$ cat src/rtl/byte_serial_addsub.sv
// Byte-serial multi-byte add/subtract sequencer: one shared 8-bit ripple-carry
// adder processes an NBYTES-wide operation LSB byte first, one byte per clock.

module adder8bit (
    input  logic [7:0] in1,
    input  logic [7:0] in2,
    input  logic       cin,
    output logic [7:0] sum,
    output logic       cout
);
    logic [8:0] c;

    assign c[0] = cin;

    for (genvar i = 0; i < 8; i++) begin : g_fa
        assign sum[i]  = in1[i] ^ in2[i] ^ c[i];
        assign c[i+1]  = (in1[i] & in2[i]) | (c[i] & (in1[i] ^ in2[i]));
    end

    assign cout = c[8];
endmodule

module byte_serial_addsub #(
    parameter int NBYTES = 2
) (
    input  logic                clk,
    input  logic                reset,
    input  logic                start,
    input  logic                op,
    input  logic [8*NBYTES-1:0] opA,
    input  logic [8*NBYTES-1:0] opB,
    output logic                busy,
    output logic                done,
    output logic [8*NBYTES-1:0] result,
    output logic                cout,
    output logic                overflow
);
    localparam int W  = 8 * NBYTES;
    localparam int IW = (NBYTES > 1) ? $clog2(NBYTES) : 1;

    typedef enum logic {IDLE, RUN} state_t;

    state_t          state_q, state_d;
    logic [IW-1:0]   idx_q, idx_d;
    logic            carry_q, carry_d;
    logic [W-1:0]    a_q, a_d;
    logic [W-1:0]    b_q, b_d;
    logic            op_q, op_d;
    logic [W-1:0]    result_q, result_d;
    logic            cout_q, cout_d;
    logic            ovf_q, ovf_d;
    logic            done_q, done_d;

    logic [IW+2:0]   base;
    logic [7:0]      in1, in2, sum;
    logic            add_cout;

    // Byte lane offset for the current index (index * 8).
    assign base = {idx_q, 3'b000};
    assign in1  = a_q[base +: 8];
    assign in2  = op_q ? ~b_q[base +: 8] : b_q[base +: 8];

    adder8bit u_adder (
        .in1  (in1),
        .in2  (in2),
        .cin  (carry_q),
        .sum  (sum),
        .cout (add_cout)
    );

    always_comb begin
        // NOTE: every next-state signal gets its hold value first so no path
        // through the case statement leaves it unassigned (which would infer a latch).
        state_d  = state_q;
        idx_d    = idx_q;
        carry_d  = carry_q;
        a_d      = a_q;
        b_d      = b_q;
        op_d     = op_q;
        result_d = result_q;
        cout_d   = cout_q;
        ovf_d    = ovf_q;
        done_d   = 1'b0;

        case (state_q)
            IDLE: begin
                if (start) begin
                    a_d     = opA;
                    b_d     = opB;
                    op_d    = op;
                    idx_d   = '0;
                    carry_d = op;
                    state_d = RUN;
                end
            end
            RUN: begin
                result_d[base +: 8] = sum;
                carry_d = add_cout;
                idx_d   = idx_q + 1'b1;
                if (idx_q == IW'(NBYTES - 1)) begin
                    cout_d  = add_cout;
                    ovf_d   = (in1[7] == in2[7]) && (sum[7] != in1[7]);
                    done_d  = 1'b1;
                    state_d = IDLE;
                end
            end
            default: state_d = IDLE;
        endcase
    end

    // NOTE: state registers use non-blocking assignments so every flop samples
    // pre-edge values regardless of statement order.
    always_ff @(posedge clk or posedge reset) begin
        if (reset) begin
            state_q  <= IDLE;
            idx_q    <= '0;
            carry_q  <= 1'b0;
            a_q      <= '0;
            b_q      <= '0;
            op_q     <= 1'b0;
            result_q <= '0;
            cout_q   <= 1'b0;
            ovf_q    <= 1'b0;
            done_q   <= 1'b0;
        end else begin
            state_q  <= state_d;
            idx_q    <= idx_d;
            carry_q  <= carry_d;
            a_q      <= a_d;
            b_q      <= b_d;
            op_q     <= op_d;
            result_q <= result_d;
            cout_q   <= cout_d;
            ovf_q    <= ovf_d;
            done_q   <= done_d;
        end
    end

    assign busy     = (state_q == RUN);
    assign done     = done_q;
    assign result   = result_q;
    assign cout     = cout_q;
    assign overflow = ovf_q;
endmodule
$ cat config.mk
export PLATFORM = sky130hd
export DESIGN_NAME = byte_serial_addsub
export DESIGN_NICKNAME = d
export VERILOG_FILES = /design/src/rtl/byte_serial_addsub.sv
export SDC_FILE = /design/constraint.sdc
export NUM_CORES = 1
export LEC_CHECK = 0
export CAP_MARGIN = 0
export CORE_MARGIN = 10
export CORE_UTILIZATION = 55
export CTS_CLUSTER_DIAMETER = 80
export DETAILED_ROUTE_END_ITERATION = 8
export PLACE_DENSITY = 0.87
export SYNTH_ARGS = -nofsm -noshare
export SYNTH_HDL_FRONTEND = slang
export SYNTH_SLANG_ARGS = --single-unit
$ cat constraint.sdc
create_clock -name clk -period 5.9 [get_ports clk]
set_input_delay 0.59 -clock clk [delete_from_list [all_inputs] [get_ports clk]]
set_output_delay 0.59 -clock clk [all_outputs]
set_load 0.005 [all_outputs]
Word-level counts from Yosys, hierarchy flattened:

Index checks and enable logic that the tools add are counted.

* input port bits: 36
* logic and storage cells: 75
* register bits after elaboration: 55
* output and inout port bits: 20

* add/subtract/negate cells: 2
* muxes and demuxes: 11
* reduce and logical (&&, ||, !) cells: 3
* eq/ne operators: 3
* bitwise logic cells: 42
* shift-type cells: 4

Operators with widths (number)
* indexed part select 16 x 5 -> 8 bit: 2
* bitwise AND 1 bit: 16
* bitwise mux 16 bit: 1
* variable shift 8 x 6 -> 16 bit, first input constant: 1
* indexed part select 8 x 6 -> 16 bit: 1
* XOR 1 bit: 16
* two-way mux 8 bit: 1
* NOT 8 bit: 1
* OR 1 bit: 8
* two-way mux 1 bit: 6
* negation 4 -> 6 bit: 1
* one-hot mux 1 bit (2 select lines): 3
* AND reduction 2 bit: 2
* != test 2 bit, second input constant: 1
* adder 1 bit, second input constant: 1
* == test 1 bit: 1
* logical AND 1 bit: 1
* != test 1 bit: 1
* NOT 1 bit: 1

Logic depth before layout (Yosys ltp):

Gate-level depths: netlist of run 1.

* depth after elaboration: 21
* depth in mapped cells: 17
* depth with buffers taken out: 15

Cells and area by module:

A second synthesis of run 1 with hierarchy kept.

* cells, all modules: 173
* area, all modules: 2552.4 um^2

Modules (own cells, without submodules)
* byte_serial_addsub: area each 2354.8 um^2, seq. area each 1376.3 um^2, cells an instance 155, times used 1
* adder8bit: area each 197.7 um^2, seq. area each 0.0 um^2, cells an instance 18, times used 1

Least setup slack after synthesis of run 1:

No wires, ideal clock.

* path kind: flip-flop to flip-flop
* from: register idx_q
* to: register ovf_q, in the netlist overflow
* library setup time: 122 ps
* path slack: 1910 ps
* data required time: 5778 ps
* period minus slack after synthesis: 3990 ps
* stages on the path, launching flop included: 18
* data arrival time: 3868 ps
* cells stage by stage: dfrtp_1 buf_2 buf_4 mux2i_1 xnor2_1 fa_1 fa_1 inv_1 fa_1 fa_1 inv_1 fa_1 inv_1 fa_1 fa_1 fa_1 xor2_1 o2bb2ai_1

* cells in the longest elaborated chain, start to end: 21

RTL lines
* start, declared: line 44 `logic [IW-1:0] idx_q, idx_d;`
* start signal, assigned: line 127 `idx_q <= idx_d;`
* indexed part select 16 x 5 -> 8 bit: line 61 `assign in2 = op_q ? ~b_q[base +: 8] : b_q[base +: 8];`
* NOT 8 bit: line 61
* two-way mux 8 bit: line 61
* XOR 1 bit: line 17 `assign c[i+1] = (in1[i] & in2[i]) | (c[i] & (in1[i] ^ in2[i]));`
* bitwise AND 1 bit: line 17
* OR 1 bit: line 17
* bitwise AND 1 bit: line 17
* OR 1 bit: line 17
* [... 5 more ...]
* OR 1 bit: line 17
* bitwise AND 1 bit: line 17
* OR 1 bit: line 17
* bitwise AND 1 bit: line 17
* OR 1 bit: line 17
* XOR 1 bit: line 16 `assign sum[i] = in1[i] ^ in2[i] ^ c[i];`
* != test 1 bit: line 102 `ovf_d = (in1[7] == in2[7]) && (sum[7] != in1[7]);`
* logical AND 1 bit: line 102
* end signal, assigned: line 134 `ovf_q <= ovf_d;`
* end, declared: line 51 `logic ovf_q, ovf_d;`

Several ways; a longest one is shown, not always the timed one.
A chain may end at the register's enable or synchronous reset.

Worst setup path after layout of run 1:

Ends and elaborated chain as after synthesis.

==> results_dict.tcl, run 1 <==
set metrics [dict create \
    fp.dieArea_sq_mm 0.00803 \
    ys_top_cells_by_area "dfrtp_1, mux2_4, mux2i_1" \
    post-cts-setup-buffer-count 0 \
    synth_cell_types 23 \
    routed_via_density 5.01 \
    grt_max_degree 56 \
    ant_nets 0 \
    clockRootBuffer "clkbuf_8" \
    dominantRegCellSynth "dfrtp_1" \
    cts_sinks 55 \
    num_vias 1498 \
    worst_slack_ns 1.78 \
    top_layer_used "met4" \
    hold_violations 0 \
    rows 25 \
    crit_type "reg -> reg" \
    cts_max_level 2 \
    routed-wl-met2_um 2340 \
    core_sq_mm 0.00472 \
    overflow 0 \
    leakagePower_nw 1.50 \
    critPathLaunchType "register" \
    cap_violations 0 \
    start_util_pct 56.5 \
    drt-initial-drc-count 48 \
    fin_crit_sh_pct 69.9 \
    grt_first_pass_wirelength_um 8390 \
    final.setup.tns_ns 0 \
    hp-class "reg -> reg" \
    relSlewSlack_pct 27.2 \
    drive_gt1_share_pct 17.2 \
    drt-wirelength-per-cell_um 16.5 \
    gp_congestion 0.755 \
    synth_common_cells "dfrtp_1, mux2_4, mux2i_1" \
    stdcell_area_sq_mm 0.00332 \
    grt_usage_pct 13.6 \
    synth_nets 222 \
    ir_worst_vdd_uv 248 \
    antenna_found_initial 0 \
    synth_most_common_cell "dfrtp_1" \
    dp_slack_ns 1.78 \
    dr_wl_met3_um 364 \
    required_ns 6.09 \
    dieHeight_um 89.6 \
    syn-cell-area_sq_mm 0.00267 \
    p_total_mw 2.14 \
    power_density_mw_per_mm2 645 \
    final_nets 276 \
    drc_errors 0 \
    max_freq_mhz 242 \
    synth_edf_count 0 \
    grt_pass1_vias 1657 \
    clk_latency_ns 0.30 \
    synth.avg_cell_area_sq_um 15.1 \
    stdcell_count 299 \
    worst_slew_pin_slew_ns 1.09 \
    fin_hold_ws_ns 0.490 \
    placed_area_sq_mm 0.00323 \
    routed_wl_um 4950 \
    diodes 0 \
    critical_path.max_fanout 7 \
    cts_tree "yes" \
    yosysWarnings 0 \
    setup_violations 0 \
    fin_util_pct 70.2 \
    cts-buffers-inserted 5 \
    wl_met1_um 2160 \
    ys_ff_latch 55 \
    synth.yosys.seq_area_share_pct 51.6 \
    postSynthCellCount 177 \
    worstPathArrival_ns 4.32 \
    io_pins 56 \
    dp.cells 291 \
    status "finished, final reports clean" \
    async_flop_share_pct 100 \
    port_buffers 55 \
    crit_path_end_kind "register" \
    cts_resized 0 \
    finClkSkew_ns 0.00658 \
    area_growth_pct 24.4 \
    detail_route.first_pass.iterations 4 \
    synth.top_cell.area_share_pct 51.6 \
    period_needed_ns 4.12 \
    grt_setup_unrepaired "false" \
    fp.dieW_um 89.6 \
    clk_path_buf_depth 2 \
    yosysTopAreaCell "dfrtp_1" \
    hpwl_um 3870 \
    clkTransAtPathRegs_ns 0.09 \
    cts_hold_buf 0 \
    maxSlewViolCount 0 \
]
-- final cells by class --
class | instances | area [sq um]
fill | 325 | 1410
sequential | 55 | 1380
multi-input combinational | 99 | 1160
timing repair buffer | 57 | 566
tap | 67 | 83.8
clock buffer | 7 | 76.3
inverter | 13 | 48.8
clock inverter | 1 | 5.00
-- metal layers --
layer	vias up	GRT usage [%]
li1	698	-
met1	743	17.2
met2	52	22.0
met3	5	3.61
met4	0	4.77
met5	-	0
-- state kept, by name (all words and copies together) (netlist names) --
name and cells:
carry_q 1, b_q 16, op_q 1, overflow 1, result 16, a_q 16, idx_q 1, cout 1
done 1, busy 1
-- cell families (layout without fill, tap and decap cells) --
| family | count (synthesis) | after routing | share of synthesized area (%) |
|---|---|---|---|
| AO/OA/AOI/OAI | 10 | 10 | 2.11 |
| AND/OR/NAND/NOR | 6 | 6 | 1.36 |
| adder cells (fa/ha/maj) | 9 | 9 | 6.48 |
| multiplexers | 64 | 64 | 30.1 |
| flip-flops | 55 | 55 | 51.6 |
| XOR/XNOR | 10 | 10 | 3.28 |
| buffers and inverters | 23 | 78 | 5.07 |
-- critical path, cell delays in order (launching register included) --
cell	delay, ns
dfrtp_1	0.52
mux2i_1	0.28
xnor2_1	0.17
fa_1	0.24
fa_1	0.17
inv_1	0.05
fa_1	0.37
fa_1	0.37
inv_1	0.08
fa_1	0.16
inv_1	0.05
fa_1	0.37
fa_1	0.40
fa_1	0.55
xor2_1	0.15
o2bb2ai_1	0.08
-- power breakdown --
| part | switching (mW) | total [mW] | internal (mW) |
|---|---|---|---|
| logic | 0.532 | 1.22 | 0.690 |
| clock network | 0.109 | 0.192 | 0.0835 |
| registers | 0.144 | 0.725 | 0.581 |
-- cells in the final DEF, fill, tap and decap left out, types with 4 or more instances in the layout --
master | synthesis | routed
a21oi_1 | 8 | 8
clkdlybuf4s50_1 | 0 | 55
mux2i_1 | 22 | 22
clkbuf_8 | 0 | 5
mux2_1 | 13 | 13
dfrtp_1 | 55 | 55
mux2_4 | 29 | 29
fa_1 | 8 | 8
xnor2_1 | 4 | 4
inv_1 | 12 | 11
xor2_1 | 6 | 6
-- final timing paths --
path                       slack, ns                 from  cells after the start                     end
setup / recovery                1.78    idx_q$_DFFE_PP0P_                     15    overflow$_DFFE_PP0P_
hold / removal                  0.49  a_q[11]$_DFFE_PP0P_                      1     a_q[11]$_DFFE_PP0P_
setup reg to reg                1.78    idx_q$_DFFE_PP0P_                     15    overflow$_DFFE_PP0P_
hold reg to reg                 0.49  a_q[11]$_DFFE_PP0P_                      1     a_q[11]$_DFFE_PP0P_
max in group asynchronous       4.35                reset                      2  result[10]$_DFFE_PP0P_
min in group asynchronous       0.87                reset                      2   result[1]$_DFFE_PP0P_
Note: power is estimated with default switching activity, not from simulation.
==> run 2: changes to the inputs <==
--- a/config.mk
+++ b/config.mk
@@ -7,10 +7,10 @@
 export LEC_CHECK = 0
 export CAP_MARGIN = 0
 export CORE_MARGIN = 10
-export CORE_UTILIZATION = 55
+export CORE_UTILIZATION = 51
 export CTS_CLUSTER_DIAMETER = 80
 export DETAILED_ROUTE_END_ITERATION = 8
-export PLACE_DENSITY = 0.87
+export PLACE_DENSITY = 0.82
 export SYNTH_ARGS = -nofsm -noshare
 export SYNTH_HDL_FRONTEND = slang
 export SYNTH_SLANG_ARGS = --single-unit
==> constraint.sdc (replaced) <==
create_clock -name clk -period 4.3 [get_ports clk]
set_input_delay 0.43 -clock clk [delete_from_list [all_inputs] [get_ports clk]]
set_output_delay 0.43 -clock clk [all_outputs]
set_load 0.005 [all_outputs]
==> run 2 against run 1 <==
Effect of this change:
- total power up 39%
- critical endpoint unchanged
- non-clock buffer count rose by 1
- via count up 1.2%
- sequential share of layout area decreased by 0.27 points
- largest power group unchanged
- global-route usage shrank 1.4 points
- flip-flop and latch count unchanged
- clock skew up 0.0025 ns
- first-iteration DRC count rose by 19%
- worst hold slack improved by 0.0024 ns
- highest routed layer unchanged
==> results_dict.tcl, run 2 (synthesis gave the netlist of run 1 again) <==
set metrics [dict create \
    leakagePower_nw 1.51 \
    detail_route.first_pass.iterations 4 \
    regToRegStartpoint "idx_q$_DFFE_PP0P_" \
    max_freq_mhz 245 \
    drive_gt1_share_pct 18.9 \
    status "finished, final reports clean" \
    drc_errors 0 \
    power_density_mw_per_mm2 891 \
    clkTransAtPathRegs_ns 0.10 \
    reg2reg_depth 15 \
    grt_max_degree 56 \
    post-cts-setup-buffer-count 0 \
    fin_crit_sh_pct 94.8 \
    ant_nets 0 \
    port_buffers 55 \
    overflow 0 \
    cts_max_level 2 \
    worstHoldStart "result[4]$_DFFE_PP0P_" \
    cts-buffers-inserted 5 \
    rr_endpoint "overflow$_DFFE_PP0P_" \
    ir_worst_vdd_uv 350 \
    fp.dieW_um 92.3 \
    grt_setup_unrepaired "false" \
    cap_violations 0 \
    rows 26 \
    cts_resized 0 \
    holdPathStages 1 \
    cts_hold_buf 0 \
    io_pins 56 \
    hold_violations 0 \
    antenna_found_initial 0 \
    dieHeight_um 92.3 \
    critPathLaunchType "register" \
    worst_slack_ns 0.223 \
    clk_latency_ns 0.31 \
    hold_end "result[4]$_DFFE_PP0P_" \
    core_sq_mm 0.00507 \
    grt_usage_pct 12.2 \
    routed_via_density 5.00 \
    routed_wl_um 5030 \
    drt-wirelength-per-cell_um 16.6 \
    crit_type "reg -> reg" \
    dp_slack_ns 0.168 \
    area_growth_pct 25.3 \
    grt_pass1_vias 1651 \
    p_total_mw 2.98 \
    finClkSkew_ns 0.00906 \
    critical_path.max_fanout 7 \
    n_fill_cell 373 \
    clk_path_buf_depth 2 \
    final_nets 277 \
    hp-class "reg -> reg" \
    worst_slew_pin_slew_ns 1.11 \
    grt_first_pass_wirelength_um 8360 \
    fp.dieArea_sq_mm 0.00852 \
    drt-initial-drc-count 57 \
    startpoint "idx_q$_DFFE_PP0P_" \
    relSlewSlack_pct 26.1 \
    diodes 0 \
    gp_congestion 0.750 \
    period_needed_ns 4.08 \
    start_util_pct 52.5 \
    num_vias 1516 \
    crit_path_end_kind "register" \
    maxSlewViolCount 0 \
    cts_sinks 55 \
    clockRootBuffer "clkbuf_8" \
    final_common_cell "clkdlybuf4s50_1" \
    required_ns 4.50 \
    hpwl_um 3850 \
    cts_tree "yes" \
    worstPathArrival_ns 4.28 \
    final_cell_mix "clkdlybuf4s50_1, dfrtp_1, mux2_4, mux2i_1, mux2_1" \
    r2r_setup_slack_ns 0.22 \
    final.setup.tns_ns 0 \
    setup_violations 0 \
]
-- run 2: worst max path at each step --
stage / end / cells after the start
after floorplan: overflow$_DFFE_PP0P_ / 17
after global placement: overflow$_DFFE_PP0P_ / 15
after detailed placement: overflow$_DFFE_PP0P_ / 15
after CTS: overflow$_DFFE_PP0P_ / 15
after global routing: overflow$_DFFE_PP0P_ / 15
final: overflow$_DFFE_PP0P_ / 15
-- run 2: power breakdown --
part / leakage, nW / switching [mW] / total, mW / internal [mW]
Sequential: 0.643 / 0.179 / 0.976 / 0.797
Clock: 0.0443 / 0.169 / 0.286 / 0.117
Combinational: 0.820 / 0.757 / 1.72 / 0.959
-- run 2: layer usage --
layer / up-vias / part of all wire [%] / track usage, %
met4: 0 / 1.5 / 5.78
met1: 768 / 44 / 15.6
met2: 40 / 48 / 18.4
met3: 4 / 6.5 / 4.04
met5: - / 0 / 0
li1: 704 / - / -
-- run 2: critical path, cell delays in order, from the launching register on --
cell	delay, ns
dfrtp_2	0.47
mux2i_1	0.23
xnor2_1	0.17
fa_1	0.24
fa_1	0.18
inv_1	0.05
fa_1	0.37
fa_1	0.38
inv_1	0.08
fa_1	0.15
inv_1	0.05
fa_1	0.37
fa_1	0.43
fa_1	0.56
xor2_1	0.15
o2bb2ai_1	0.08
-- run 2: area by class of cell --
cell class / instances / area, sq um / share of cell area (%)
Timing Repair Buffer: 58 / 573 / 17.2
Tap cell: 70 / 87.6 / 2.62
Sequential cell: 55 / 1380 / 41.2
Clock inverter: 3 / 25.0 / 0.749
Multi-Input combinational cell: 99 / 1160 / 34.7
Clock buffer: 5 / 68.8 / 2.06
Inverter: 13 / 48.8 / 1.46
-- run 2: per-stage QoR --
step / instances / hold slack, ns / util, % / instance area [sq um]
after floorplan: 177 / 0.454 / - / 2670
after CTS: 303 / 0.497 / 65.8 / 3340
final: 303 / 0.493 / 65.8 / 3340
after global routing: 303 / 0.527 / 65.8 / 3340
after detailed placement: 295 / 0.474 / 64.0 / 3250
after global placement: 295 / 0.466 / 64.0 / 3250
